==> src/rtl/fwd_hazard_unit.sv <==
// Forwarding and load-use hazard unit: shadow EX/MA/WB destination tags,
// per-port newest-result operand selection, one-bubble load-use stall and a saturating stall counter.
module fwd_hazard_unit #(
  parameter int unsigned WIDTH    = 64,
  parameter int unsigned NREAD    = 2,
  parameter int unsigned REGBITS  = 5,
  parameter int unsigned ZERO_REG = 31,
  parameter int unsigned WB_FWD   = 1,
  parameter int unsigned CNTW     = 32
) (
  input  logic                     clk,
  input  logic                     reset,
  input  logic                     hold,
  input  logic                     ex_flush,
  input  logic                     id_valid,
  input  logic [REGBITS-1:0]       id_rd,
  input  logic                     id_regwrite,
  input  logic                     id_memread,
  input  logic [NREAD*REGBITS-1:0] id_rs,
  input  logic [NREAD-1:0]         id_rs_used,
  input  logic [NREAD*WIDTH-1:0]   rf_data,
  input  logic [WIDTH-1:0]         ex_data,
  input  logic [WIDTH-1:0]         ma_data,
  input  logic [WIDTH-1:0]         wb_data,
  output logic [NREAD*WIDTH-1:0]   fwd_data,
  output logic [NREAD*2-1:0]       fwd_src,
  output logic                     stall,
  output logic [CNTW-1:0]          stall_count
);

  localparam logic [REGBITS-1:0] ZR      = REGBITS'(ZERO_REG);
  localparam logic [1:0]         SRC_RF  = 2'd0;
  localparam logic [1:0]         SRC_WB  = 2'd1;
  localparam logic [1:0]         SRC_MA  = 2'd2;
  localparam logic [1:0]         SRC_EX  = 2'd3;

  typedef struct packed {
    logic               valid;
    logic [REGBITS-1:0] rd;
    logic               regwrite;
    logic               memread;
  } tag_t;

  tag_t            ex_q, ex_d, ma_q, ma_d, wb_q, wb_d;
  logic [CNTW-1:0] cnt_q, cnt_d;
  logic            ex_wr, ma_wr, wb_wr;
  logic            load_hit;

  assign ex_wr = ex_q.valid & ex_q.regwrite & (ex_q.rd != ZR);
  assign ma_wr = ma_q.valid & ma_q.regwrite & (ma_q.rd != ZR);
  assign wb_wr = wb_q.valid & wb_q.regwrite & (wb_q.rd != ZR) & (WB_FWD != 0);

  // Per-port operand selection, newest writer first; loads in EX only raise the hazard.
  always_comb begin
    fwd_data = '0;
    fwd_src  = '0;
    load_hit = 1'b0;
    for (int k = 0; k < int'(NREAD); k++) begin
      fwd_data[k*WIDTH +: WIDTH] = rf_data[k*WIDTH +: WIDTH];
      fwd_src[k*2 +: 2]          = SRC_RF;
      if (id_rs_used[k] && (id_rs[k*REGBITS +: REGBITS] != ZR)) begin
        if (ex_wr && !ex_q.memread && (ex_q.rd == id_rs[k*REGBITS +: REGBITS])) begin
          fwd_data[k*WIDTH +: WIDTH] = ex_data;
          fwd_src[k*2 +: 2]          = SRC_EX;
        end else if (ma_wr && (ma_q.rd == id_rs[k*REGBITS +: REGBITS])) begin
          fwd_data[k*WIDTH +: WIDTH] = ma_data;
          fwd_src[k*2 +: 2]          = SRC_MA;
        end else if (wb_wr && (wb_q.rd == id_rs[k*REGBITS +: REGBITS])) begin
          fwd_data[k*WIDTH +: WIDTH] = wb_data;
          fwd_src[k*2 +: 2]          = SRC_WB;
        end
        if (ex_wr && ex_q.memread && (ex_q.rd == id_rs[k*REGBITS +: REGBITS])) begin
          load_hit = 1'b1;
        end
      end
    end
    stall = id_valid & load_hit;
  end

  // Shadow pipeline advance and saturating stall counter.
  always_comb begin
    ex_d  = ex_q;
    ma_d  = ma_q;
    wb_d  = wb_q;
    cnt_d = cnt_q;
    if (!hold) begin
      wb_d = ma_q;
      ma_d = ex_q;
      if (stall || ex_flush || !id_valid) begin
        ex_d = '0;
      end else begin
        ex_d = '{valid: 1'b1, rd: id_rd, regwrite: id_regwrite, memread: id_memread};
      end
      if (stall && (cnt_q != {CNTW{1'b1}})) begin
        cnt_d = cnt_q + CNTW'(1);
      end
    end
  end

  always_ff @(posedge clk) begin
    if (reset) begin
      ex_q  <= '0;
      ma_q  <= '0;
      wb_q  <= '0;
      cnt_q <= '0;
    end else begin
      ex_q  <= ex_d;
      ma_q  <= ma_d;
      wb_q  <= wb_d;
      cnt_q <= cnt_d;
    end
  end

  assign stall_count = cnt_q;

endmodule

==> config.mk <==
export PLATFORM = sky130hd
export DESIGN_NAME = fwd_hazard_unit
export DESIGN_NICKNAME = d
export VERILOG_FILES = /design/src/rtl/fwd_hazard_unit.sv
export SDC_FILE = /design/constraint.sdc
export NUM_CORES = 1
export LEC_CHECK = 0
export CORE_AREA = 2 2 196 198
export CTS_CLUSTER_DIAMETER = 120
export DETAILED_ROUTE_END_ITERATION = 6
export DIE_AREA = 0 0 198 200
export MAX_ROUTING_LAYER = met4
export PLACE_DENSITY = 0.55
export SLEW_MARGIN = 20
export SYNTH_ARGS = -nofsm -noshare
export SYNTH_HDL_FRONTEND = slang
export SYNTH_SLANG_ARGS = --single-unit
==> constraint.sdc <==
create_clock -name clk -period 6.8 [get_ports clk]
set_clock_uncertainty 0.2 [all_clocks]
set_input_delay 0.68 -clock clk [delete_from_list [all_inputs] [get_ports clk]]
set_output_delay 0.68 -clock clk [all_outputs]
set_load 0.01 [all_outputs]
* After elaboration in Yosys (flattened, before gate mapping)
Cells that the tools add are included. W data, S select, Z words.
Storage, ports and cells: register bits after elaboration 54, output and inout bits 165, logic and storage cells 71
Operators by class: bitwise gates (word level) 8, equal/unequal tests 12, add/subtract/negate cells 1, multiplexer cells 21, reduce and logical (&&, ||, !) cells 18
Operator list (count):
- $mux W64 | 8
- $add A32 B1 Y32 const B | 1
- $ne A32 B32 Y1 const B | 1
- $eq A5 B5 Y1 | 6
- $ne A5 B5 Y1 const B | 5
- $logic_and A1 B1 Y1 | 13
- $mux W2 | 6
- $mux W8 | 1
- $and A1 B1 Y1 | 7
- $mux W1 | 6
- $logic_not A1 Y1 | 2
- $logic_or A1 B1 Y1 | 2
- $reduce_and A2 Y1 | 1
- $not A1 Y1 | 1

* Logic depth before layout (Yosys ltp)
Gate-level depths: netlist of the first run.
word-level depth 12, gate-level depth with buffers 10

* Least setup slack after synthesis of the first run
No wires, ideal clock.
path kind input port to output port, start point input id_rs[1], end point output fwd_data[25], path slack 3748 ps, required time 5920 ps, path buffers 2, arrival time 2172 ps, stages on the path 8, cells stage by stage xor2_1 > nor4_1 > and3_1 > buf_2 > clkbuf_1 > nor3_1 > o21ai_0 > o21a_1
Between the ends: cells in the longest elaborated chain, start to end 6, elaborated cells between the ends (all ways) 12, classes of those cells eq/ne: 4; mux: 4; reduce/logical: 4
RTL lines:
- start: declaration | RTL line 19 | input logic [NREAD*REGBITS-1:0] id_rs,
- $eq A5 B5 Y1 | RTL line 68 | end else if (wb_wr && (wb_q.rd == id_rs[k*REGBITS +: REGBITS])) begin
- $logic_and A1 B1 Y1 | RTL line 68
- $mux W64 | RTL line 68
- $mux W64 | RTL line 65 | end else if (ma_wr && (ma_q.rd == id_rs[k*REGBITS +: REGBITS])) begin
- $mux W64 | RTL line 62 | if (ex_wr && !ex_q.memread && (ex_q.rd == id_rs[k*REGBITS +: REGBITS])) begin
- $mux W64 * | RTL line 61 | if (id_rs_used[k] && (id_rs[k*REGBITS +: REGBITS] != ZR)) begin
- end: declaration | RTL line 25 | output logic [NREAD*WIDTH-1:0] fwd_data,
Every way passes the cells marked *; elsewhere a longest branch is shown, timed or not.

* Worst setup path in the final report of the first run
start point input id_rs[3], end point output fwd_data[27]
The elaborated chain is that of the path after synthesis.

==> summary.txt, run 1 <==
Run status
  – Outcome: finished, final reports clean

Timing
  – Final Hold Fails: 0
  – Final Max Tran Viols: 0
  – Slew HR: 0.309
  – Min Tclk post-route: 5360 ps
  – Worst-Margin Slew: 1040 ps
  – RSZ-0062 raised after global routing: false
  – Fmax: 187 MHz
  – Setup_tns: 0 ps
  – Hold WS: 302 ps
  – Tcrit/Tclk final: 0.788
  – Final setup violation count: 0

Routing
  – Post-DRT Antenna Nets: 0
  – DR pass1 iterations: 5
  – Vias: 10872
  – Drt first-iter violations: 1157
  – Mean routed wirelength per cell: 25.8 um
  – DRC violations left: 0
  – Vias/cell: 5.32
  – Routed wire length: 52600 um

Placement
  – Routability cong.: 1.08
  – DP HPWL: 39800 um
  – IO Port Bufs: 508

Worst setup path
  – CP arrival: 4480 ps
  – Worst Setup Start Kind: input port
  – Register-to-Register Path Depth: 6
  – CP Class: input port to output pin
  – Worst Path Max Fanout: 68
  – Critical Path RT: 5920 ps
  – Worst path max stage delay: 900 ps
  – Crit path cell chain: clkdlybuf4s50_1, xor2_1, nor2_1, and4_4, nor2_1, a21oi_4, buf_12, a2bb2oi_1, clkdlybuf4s50_1
  – Crit. End Element: output pin
  – Slowest CP cell: and4_4

Clocking
  – Worst-skew pair later-pin latency: 300 ps
  – Cts repair resizes: 0
  – Cts hold-fix bufs: 0
  – CTS tree: yes
  – Postcts setup bufs: 0
  – Number of H-tree levels: 2
  – CTS buffer count: 5
  – Clock tree sinks: 54
  – Clock Pin Slew Worst Setup and Hold Paths: 70 ps
  – Root buf cell: clkbuf_16
  – Longest Clk Path Bufs: 2

Die
  – Chip height: 200 um
  – Die width: 198 um
  – IO Pins: 509
  – DIE AREA: 39600 um2
  – Total core area: 37400 um2
  – FP Rows: 71
  – Initial Util: 0.189

GRT
  – Largest net degree at the start of global routing: 87
  – Vias in the first global route: 10341
  – Initial antenna violation count: 27
  – Global Route Usage Sum: 0.254
  – First-pass GRT wire length: 72400 um
  – Total gr overflow: 0

Power
  – VDD IR max: 0.0000871 V
  – P_leak: 4.43 nW
  – P per Cell Area: 82.7 nW/um2
  – Total power: 1.05 mW

Synthesis
  – Synth Area in Compound Gates: 0.465
  – Mapped Area: 7080 um2
  – Post-synth EDFFs: 0
  – Distinct cells, synth: 58
  – Mux cell area share after synthesis: 0.0262
  – Synth Area in Simple Gates: 0.240
  – Synth Area in Adders: 0.00177
  – Largest family of logic cells by synthesized area: compound AO/OA/AOI/OAI gates
  – Post-synthesis sequential area ratio: 0.153
  – Syn Inst Count: 1083
  – Syn_nets: 1428
  – Primary FF master, synth: dfxtp_1
  – Synth Area in XOR/XNOR: 0.0371
  – Synthesis Warnings: 0
  – Yosys reg bits: 54
  – Ys async rst share: 0
  – Mapped Avg Cell Area: 6.54 um2

Cells and area
  – Fillers: 4005
  – Nets: 1848
  – Layout cells sized above 1: 0.0392
  – Layout overhead on the synthesized area: 79.6%

Min path
  – Min-Delay Path Class: flip-flop to flip-flop
  – Worst Hold Depth: 2

Job
  – Max Cap Viol: 0
-- power by group --
group	total (mW)	switching, mW	leakage (nW)	internal (mW)
clock	0.270	0.124	0.0730	0.146
sequential	0.321	0.00299	0.435	0.318
combinational	0.460	0.173	3.92	0.286
-- cells in the final DEF (no fill, tap or decap), types with 3 or more instances in the layout --
cell type	n
a32oi_1	7
or3_1	21
clkdlybuf4s50_1	507
o21ai_0	143
inv_1	6
o31ai_1	23
nor2_1	48
nand2_1	48
diode_2	27
mux2i_1	14
and4_1	3
xnor2_1	6
nor4_1	7
a21oi_1	186
a21o_1	83
clkbuf_16	5
xor2_1	24
a2bb2oi_1	13
and3_1	6
nand3_1	93
or4_1	16
a31oi_1	30
nand4_1	9
buf_4	14
nor2b_1	5
o211ai_1	12
nand4_2	3
o21a_1	33
dfxtp_1	54
mux2_2	4
nor3_1	33
-- routing by layer --
layer  routed length (um)  part of all wire  vias to the layer above  global-route usage
met4                 2250             0.043                        0               0.120
met3                 5060             0.096                       96              0.0612
met2                24300              0.46                      628               0.391
met1                21000              0.40                     5191               0.313
li1                     -                 -                     4957                   -
met5                    0                 0                        -                   -
-- path summary, 6_finish.rpt --
path	startpoint	endpoint	slack [ps]
max reg2reg	stall_count[24]	stall_count[24]	3900
min reg2reg	wb_q[1]	wb_q[1]	300
max	id_rs[3]	fwd_data[27]	1440
min	wb_q[1]	wb_q[1]	300
-- Yosys cell counts, types with 2 or more instances --
cell,count,share of area
nor3_1,33,0.023
nor2_2,2,0.0018
nor2b_1,5,0.0044
buf_2,31,0.022
nand2_1,48,0.025
nor3b_1,2,0.0021
a21o_1,83,0.088
buf_1,5,0.0027
o21a_1,34,0.036
nor2_1,48,0.025
and4_1,5,0.0062
mux2i_1,14,0.020
xor2_1,24,0.030
nand4_2,3,0.0053
xnor2_1,6,0.0074
o211ai_1,12,0.013
or3_1,21,0.019
or3_4,2,0.0032
a2bb2oi_1,13,0.016
a31oi_1,30,0.027
or4_1,16,0.017
mux2_2,4,0.0064
clkbuf_1,66,0.035
o41ai_1,2,0.0025
a32oi_1,7,0.0087
nand4_1,9,0.0080
or4b_1,2,0.0028
nor4_1,7,0.0062
and3_1,9,0.0080
o31ai_1,24,0.025
buf_6,8,0.013
o21ai_0,143,0.10
a21oi_1,186,0.13
inv_1,6,0.0032
nand3_1,96,0.068
buf_4,2,0.0021
dfxtp_1,54,0.15
-- sequential cells by signal, indices dropped and copies added (netlist names) --
register	cells
ma_q	7
ex_q	8
wb_q	7
stall_count	32
-- critical path, delay by kind of cell --
kind	cells	cell delay (ps)
buffers and inverters	3	1370
AND/OR/NAND/NOR	3	1300
AO/OA/AOI/OAI	2	870
XOR/XNOR	1	190
-- metrics by stage --
step / area (um2) / cells / setup slack [ps] / utilization
finish: 12700 / 2042 / 1440 / 0.340
global route: 12700 / 2040 / 1310 / 0.340
CTS: 12600 / 2014 / 1460 / 0.338
detailed placement: 12500 / 2006 / 1450 / 0.334
global placement: 12500 / 2005 / 1510 / 0.333
floorplan: 7080 / 1083 / 3750 / -
-- final cells by class --
type / instances / area [um2] / share of cell area
Tap cell: 511 / 639 / 0.0503
Antenna cell: 27 / 67.6 / 0.00531
Inverter: 6 / 22.5 / 0.00177
Timing Repair Buffer: 525 / 5230 / 0.411
Sequential cell: 54 / 1080 / 0.0850
Clock inverter: 2 / 12.5 / 0.000984
Clock buffer: 6 / 139 / 0.0109
Multi-Input combinational cell: 911 / 5520 / 0.434
-- kinds of logic after synthesis --
| kind of cell | count (synthesis) |
|---|---|
| compound gates | 544 |
| xor+xnor | 30 |
| fa+ha+maj | 1 |
| buf+inv | 118 |
| flops | 54 |
| mux | 18 |
| simple gates | 318 |
Note: power is estimated with default switching activity, not from simulation.
==> inputs of run 2 (changes only) <==
--- a/config.mk
+++ b/config.mk
@@ -5,10 +5,10 @@
 export SDC_FILE = /design/constraint.sdc
 export NUM_CORES = 1
 export LEC_CHECK = 0
-export CORE_AREA = 2 2 196 198
+export CORE_AREA = 2 2 200 202
 export CTS_CLUSTER_DIAMETER = 120
 export DETAILED_ROUTE_END_ITERATION = 6
-export DIE_AREA = 0 0 198 200
+export DIE_AREA = 0 0 202 204
 export MAX_ROUTING_LAYER = met4
 export PLACE_DENSITY = 0.55
 export SLEW_MARGIN = 20
==> constraint.sdc (replaced) <==
create_clock -name clk -period 4.7 [get_ports clk]
set_clock_uncertainty 0.2 [all_clocks]
set_input_delay 0.47 -clock clk [delete_from_list [all_inputs] [get_ports clk]]
set_output_delay 0.47 -clock clk [all_outputs]
set_load 0.01 [all_outputs]
==> run 2 against run 1 <==
Die area up 4.1%. Non-clock buffer count up 15. Critical path depth up 1. Global-route usage down 0.37 points. Core utilization down 0.94 points. Count of clock-buffer cells in the layout down 1. Sequential share of layout area down 0.16 points. Setup slack worse by 1000 ps.
==> summary.txt, run 2 (synthesis gave the netlist of run 1 again) <==
Timing
  – Worst-Margin Slew: 982 ps
  – Min Tclk post-route: 4300 ps
  – Final setup violation count: 0
  – Final Hold Fails: 0
  – Slew HR: 0.345
  – Fmax: 233 MHz
  – RSZ-0062 raised after global routing: false
  – Tcrit/Tclk final: 0.915
  – Setup_tns: 0 ps
  – Final Max Tran Viols: 0

Cells and area
  – Max FFs per register: 32
  – Commonest non-fill, non-tap cell in the layout: clkdlybuf4s50_1
  – Layout cells sized above 1: 0.0494
  – Non-Filler Instances: 2068
  – Most frequent cells in the layout: clkdlybuf4s50_1, a21oi_1, o21ai_0
  – Nets: 1863
  – Layout overhead on the synthesized area: 82.9%
  – Fillers: 4152

Worst setup path
  – Crit path cell chain: clkdlybuf4s50_1, xor2_1, nor4_1, buf_4, and3_4, nor2_1, a21oi_4, buf_12, a2bb2oi_1, clkdlybuf4s50_1
  – Most used cell, CP: clkdlybuf4s50_1
  – Top Family by Delay on Critical Path: buffers and inverters
  – CP arrival: 3630 ps
  – Crit. End Element: output pin
  – Crit path buf inv count: 4
  – Critical Path RT: 4030 ps
  – Worst Setup Start Kind: input port
  – Worst Path Max Fanout: 44
  – Slowest CP cell: clkdlybuf4s50_1
  – CP Class: input port to output pin
  – Worst path max stage delay: 670 ps

Routing
  – Routed wire length: 53200 um
  – Vias/cell: 5.29
  – DR pass1 iterations: 5
  – DRC violations left: 0
  – Post-DRT Antenna Nets: 0
  – Mean routed wirelength per cell: 25.7 um
  – Drt first-iter violations: 952
  – Vias: 10931

Die
  – DIE AREA: 41200 um2
  – IO Pins: 509
  – Chip height: 204 um
  – Total core area: 39200 um2
  – FP Rows: 73
  – Die width: 202 um
  – Initial Util: 0.181

GRT
  – Total gr overflow: 0
  – Vias in the first global route: 10463
  – Global Route Usage Sum: 0.250
  – Largest net degree at the start of global routing: 87
  – Initial antenna violation count: 26
  – First-pass GRT wire length: 75400 um

Clocking
  – Root buf cell: clkbuf_16
  – Longest Clk Path Bufs: 2
  – Cts hold-fix bufs: 0
  – Worst-skew pair later-pin latency: 290 ps
  – Number of H-tree levels: 2
  – Cts repair resizes: 0
  – Clock Pin Slew Worst Setup and Hold Paths: 70 ps
  – CTS buffer count: 5
  – Clock tree sinks: 54
  – Postcts setup bufs: 0
  – CTS tree: yes

Placement
  – Placed Cells: 2035
  – Routability cong.: 1.02
  – IO Port Bufs: 508
  – DP HPWL: 40600 um

Job
  – Max Cap Viol: 0

Power
  – P per Cell Area: 120 nW/um2
  – VDD IR max: 0.000146 V
  – P_leak: 4.55 nW

Min path
  – Min-Delay Path Class: flip-flop to flip-flop

Run status
  – Outcome: finished, final reports clean
run 2: cell count changes in the layout (fill, tap and decap cells not counted), sizes merged:
| cell | delta |
|---|---|
| diode | -3 |
| bufinv | +1 |
| clkbuf | -1 |
| clkinvlp | -1 |
| clkinv | +1 |
| buf | +15 |
run 2: worst paths after layout:
kind                     end            start  slack (ps)  cells past startpoint
min reg2reg  stall_count[10]  stall_count[10]         310                      2
max reg2reg  stall_count[24]  stall_count[23]        1800                      6
min          stall_count[10]  stall_count[10]         310                      2
max             fwd_data[23]         id_rs[1]         400                     10
run 2: worst register-to-register path, stage by stage (launching register included):
cell	delay, ps
dfxtp_1	450
nand4_2	220
nor4_4	580
and4_1	650
or2b_1	420
or4_1	180
a21oi_1	60
run 2: metrics by stage:
stage | utilization | worst slack [ps] | power (mW) | cell area [um2] | hold WS (ps)
6_report | 0.330 | 400 | 1.55 | 12900 | 307
5_1_grt | 0.330 | 287 | 1.61 | 12900 | 335
4_1_cts | 0.329 | 324 | 1.56 | 12900 | 312
3_5_place_dp | 0.324 | 337 | 1.13 | 12700 | 296
3_3_place_gp | 0.324 | 399 | 1.13 | 12700 | 278
2_1_floorplan | - | 2070 | 0.633 | 7080 | 264
run 2: power breakdown:
part	total (mW)	internal (mW)	switching [mW]	leakage, nW
sequential	0.465	0.460	0.00457	0.435
combinational	0.665	0.418	0.247	4.03
clock	0.423	0.250	0.173	0.0837
run 2: cell type report:
class                      instances  area (um2)  share of cell area
sequential                        54        1080              0.0835
timing repair buffer             540        5440               0.420
clock buffer                       5         125             0.00966
multi-input combinational        911        5530               0.427
antenna                           24        60.1             0.00464
clock inverter                     3        40.0             0.00309
inverter                           6        22.5             0.00174
tap                              525         657              0.0507
run 2: routing by layer:
metal  share of wire  routed length [um]  track usage
met1            0.41               22000        0.316
met2            0.47               25300        0.399
met3           0.078                4170       0.0418
met4           0.034                1830       0.0977
met5               0                   0            -
==> RTL edit 1, RTL diff (flow settings as in run 1) <==
The parameter `CNTW` goes from 32 to 16.
--- a/src/rtl/fwd_hazard_unit.sv
+++ b/src/rtl/fwd_hazard_unit.sv
@@ -6,7 +6,7 @@
   parameter int unsigned REGBITS  = 5,
   parameter int unsigned ZERO_REG = 31,
   parameter int unsigned WB_FWD   = 1,
-  parameter int unsigned CNTW     = 32
+  parameter int unsigned CNTW     = 16
 ) (
   input  logic                     clk,
   input  logic                     reset,
Ports: changed (resized stall_count); port bits go from 509 to 493. The function was not compared with the original's and may differ.
==> RTL edit 1 against run 1 <==
Sequential cell count decreased by 16; setup slack better by 0.034 ns; cell count decreased by 12%; synthesized area is 25% lower; fmax grew 0.65%; register-to-register slack improved by 0.18 ns; power shrank 14%; core utilization down 4.7 points; sequential share of layout area down 1.6 points; die area unchanged; cell area fell by 14%; sequential power fell by 29%; routed wire length fell by 22%; critical path type unchanged.
==> RTL edit 1: results (changes against run 1) <==
| Metric | Value |
|---|---|
| Outcome | `complete, no violations` |
| Switching power share of the total | `28.4% (-0.15 points)` |
| Top post-synthesis cells by count | `sky130_fd_sc_hd__nand2_1 (184), sky130_fd_sc_hd__o21ai_0 (139), sky130_fd_sc_hd__a221oi_1 (84), sky130_fd_sc_hd__a21oi_1 (59), sky130_fd_sc_hd__clkbuf_1 (56)` |
| Maximum number of pins on one net before global-route repair | `68 (-22%)` |
| Number of flip-flops under the largest register name | `16 (-50%)` |
| Total nets after synthesis | `1183 (-17%)` |
| Ratio of cells with drive above 1 in the final layout | `3.45% (-0.47 points)` |
| Total detailed-routing wirelength | `41200 um (-22%)` |
| Met3 demand-to-capacity share in global routing | `3.11% (-3.0 points)` |
| RePlAce Congestion | `1.01 (-6.6%)` |
| Crit Reg-Reg Endpoint | `stall_count[15]` |
| Hold EP | `stall_count[10]` |
| Post-Route Hold Slack | `0.310 ns (+0.00751 ns)` |
| Beginning of the worst hold path | `stall_count[10]` |
| Met2 usage | `32.1% (-7.0 points)` |
| Synth unique cells | `44 (-24%)` |
| Setup slack of the most critical reg-to-reg path | `4.08 ns (+0.18 ns)` |
| Vias in the first global route | `8445 (-18%)` |
| Number of cells in the finished layout apart from fillers | `1793 (-12%)` |
| GR Util All Layers | `19.8% (-5.6 points)` |
| Final net count | `1619 (-12%)` |
| Global-route wire length before repair | `57700 um (-20%)` |
| Length in cells of the worst reg-to-reg path | `7 (+1)` |
| Met1 Track Usage GR | `24.8% (-6.6 points)` |
| Leakage power | `0.00385 uW (-13%)` |
-- RTL edit 1: changes by cell type after synthesis, sizes merged, moves of 31 or more --
cell    change
a21o       -83
a21oi     -128
a221o      +43
a221oi     +84
nand2     +135
nand3      -86
nor3       -31
o21a       -32
o21ai      +39
-- RTL edit 1: area by class of cell --
type,instances,area (um^2)
multi-input combinational,709,4260
inverter,7,26.3
timing repair buffer,513,5090
clock inverter,1,5.00
clock buffer,7,143
fill,4067,26500
tap,511,639
sequential,38,761
antenna,7,17.5
-- RTL edit 1: cells by family after synthesis --
logic type                 Yosys count  share of synthesized area [%]
muxes                               15                           2.81
and+or+nand+nor                    270                           22.0
DFF                                 38                           14.2
xor gates and xnor gates            32                           5.25
AOI/OAI and AO/OA                  391                           48.0
buffers and inverters               91                           7.45
adders and majority gates            1                          0.234
-- RTL edit 1: worst max-delay path: cells and delay by family --
family                    cells  cell delay (ns)
buffers and inverters         3             1.46
xor gates and xnor gates      1             0.19
and+or+nand+nor               3             1.39
AOI/OAI and AO/OA             2             0.64
-- RTL edit 1: metal layers --
metal	share of wire (%)	vias to the layer above
li1	-	4090
met1	40	4276
met2	48	507
met3	8.2	68
met4	3.2	0
met5	0	-
-- RTL edit 1: through the flow --
stage | utilization [%] | setup slack, ns
5_1_grt | 29.3 | 1.26
3_3_place_gp | 28.8 | 1.52
4_1_cts | 29.2 | 1.51
3_5_place_dp | 28.8 | 1.51
2_1_floorplan | - | 3.59
6_report | 29.3 | 1.48
-- RTL edit 1: power groups by stage --
| stage | Combinational [uW] | Clock, uW | Sequential (uW) |
|---|---|---|---|
| after CTS | 439 | 245 | 228 |
| after floorplan | 103 | 0 | 231 |
| after global placement | 436 | 0 | 233 |
| final | 439 | 239 | 228 |
| after detailed placement | 435 | 0 | 233 |
| after global routing | 466 | 252 | 228 |
==> RTL edit 2, RTL diff (flow settings as in run 1) <==
Made on the original files. Put one more register stage on the output `stall_count`, cleared by the reset. The value now appears one clock later. The other outputs are not delayed to match.
--- a/src/rtl/fwd_hazard_unit.sv
+++ b/src/rtl/fwd_hazard_unit.sv
@@ -111,7 +111,13 @@
     end
   end
 
-  assign stall_count = cnt_q;
+  always_ff @(posedge clk) begin
+    if (reset) begin
+      stall_count <= '0;
+    end else begin
+      stall_count <= cnt_q;
+    end
+  end
 
 endmodule
 
Check against the original RTL: not settled (the Yosys comparison gave no result); the edit may change what the design does.
==> RTL edit 2 against run 1 <==
Setup slack improved by 0.22 ns; sequential cell count rose by 32; cell count shrank 1.4%; power rose by 41%; synthesized area up 1.6%; routed wire length is 8.0% higher; largest power group is now registers; cell area up 3.0%; fmax up 4.2%; clock power grew 83%; global-route usage increased by 2.4 points; hold slack got worse by 0.020 ns.
==> RTL edit 2: results (changes against run 1) <==
| Metric | Value |
|---|---|
| DR pass1 iterations | `7 (+2)` |
| Max IR drop VDD | `140 uV (+61%)` |
| Multi-input gate area | `5070 um^2 (-8.1%)` |
| TritonCTS buffer count | `9 (+4)` |
| Total detailed-routing wirelength | `56800 um (+8.0%)` |
| Multi-input combinational gate total | `819 (-10%)` |
| Initial standard-cell utilization of the core | `19.2% (+0.29 points)` |
| Hold EP | `cnt_q[27]` |
| Wire length on met1 | `23900 um (+14%)` |
| Switching power share of the total | `27.6% (-0.99 points)` |
| Fraction of cell area in non-clock buffers | `39.8% (-1.4 points)` |
| Comb power | `474 uW (+3%)` |
| Number of fill cells in the layout | `3946 (-1.5%)` |
| Worst r2r src | `ex_q[6]` |
| GR Util All Layers | `27.8% (+2.4 points)` |
| RePlAce Congestion | `1.01 (-6.6%)` |
| Crit Reg-Reg Endpoint | `cnt_q[23]` |
| Beginning of the worst hold path | `cnt_q[27]` |
| CP peak stage delay | `0.66 ns (-0.24 ns)` |
| Global-route wire length before repair | `76300 um (+5.4%)` |
| Slew Limit Headroom | `30.9% (-0.060 points)` |
| Sequential element share of the synthesized area | `23.9% (+8.7 points)` |
| Setup Slack @ Placement | `1.64 ns (+0.188 ns)` |
| Outcome | `complete, no violations` |
| Final net count | `1793 (-3.0%)` |
| Reported sequential group power | `509 uW (+59%)` |
| Arrival time at the worst endpoint | `4.26 ns (-0.22 ns)` |
| Setup slack of the most critical reg-to-reg path | `3.84 ns (-0.06 ns)` |
| Worst setup path startpoint | `id_rs[4]` |
| Sequential fraction of total cell area | `13.2% (+4.6 points)` |
| Antenna cells | `51 (+89%)` |
| Ratio of cells with drive above 1 in the final layout | `5.30% (+1.4 points)` |
| Maximum number of pins on one net before global-route repair | `82 (-5.7%)` |
| Inverters | `7 (+1)` |
| Detailed-placement wirelength estimate | `46100 um (+16%)` |
| Critical-path maximum fanout | `66 (-2.9%)` |
-- RTL edit 2: changes by cell type in the layout (fill, tap and decap cells not counted), sizes merged, moves of 31 or more --
cell    before  now
a21o        83    0
a21oi      187   51
a221o        0   45
a221oi       0   82
dfxtp       54   86
nand2       49  195
nand3       97   20
o21a        34    3
-- RTL edit 2: per-stage QoR --
step / hold WS [ns] / area (um^2) / total power, uW / util, %
floorplan: 0.234 / 7190 / 628 / -
global placement: 0.253 / 12700 / 988 / 33.9
detailed placement: 0.277 / 12700 / 987 / 33.9
CTS: 0.288 / 13000 / 1490 / 34.6
global route: 0.301 / 13100 / 1530 / 35.0
finish: 0.282 / 13100 / 1480 / 35.0
-- RTL edit 2: kinds of logic after synthesis --
| group | synth area share [%] |
|---|---|
| buffers and inverters | 6.42 |
| AOI/OAI and AO/OA | 34.7 |
| DFF | 23.9 |
| adders and majority gates | 0.174 |
| muxes | 6.33 |
| and+or+nand+nor | 24.8 |
| xor gates and xnor gates | 3.65 |
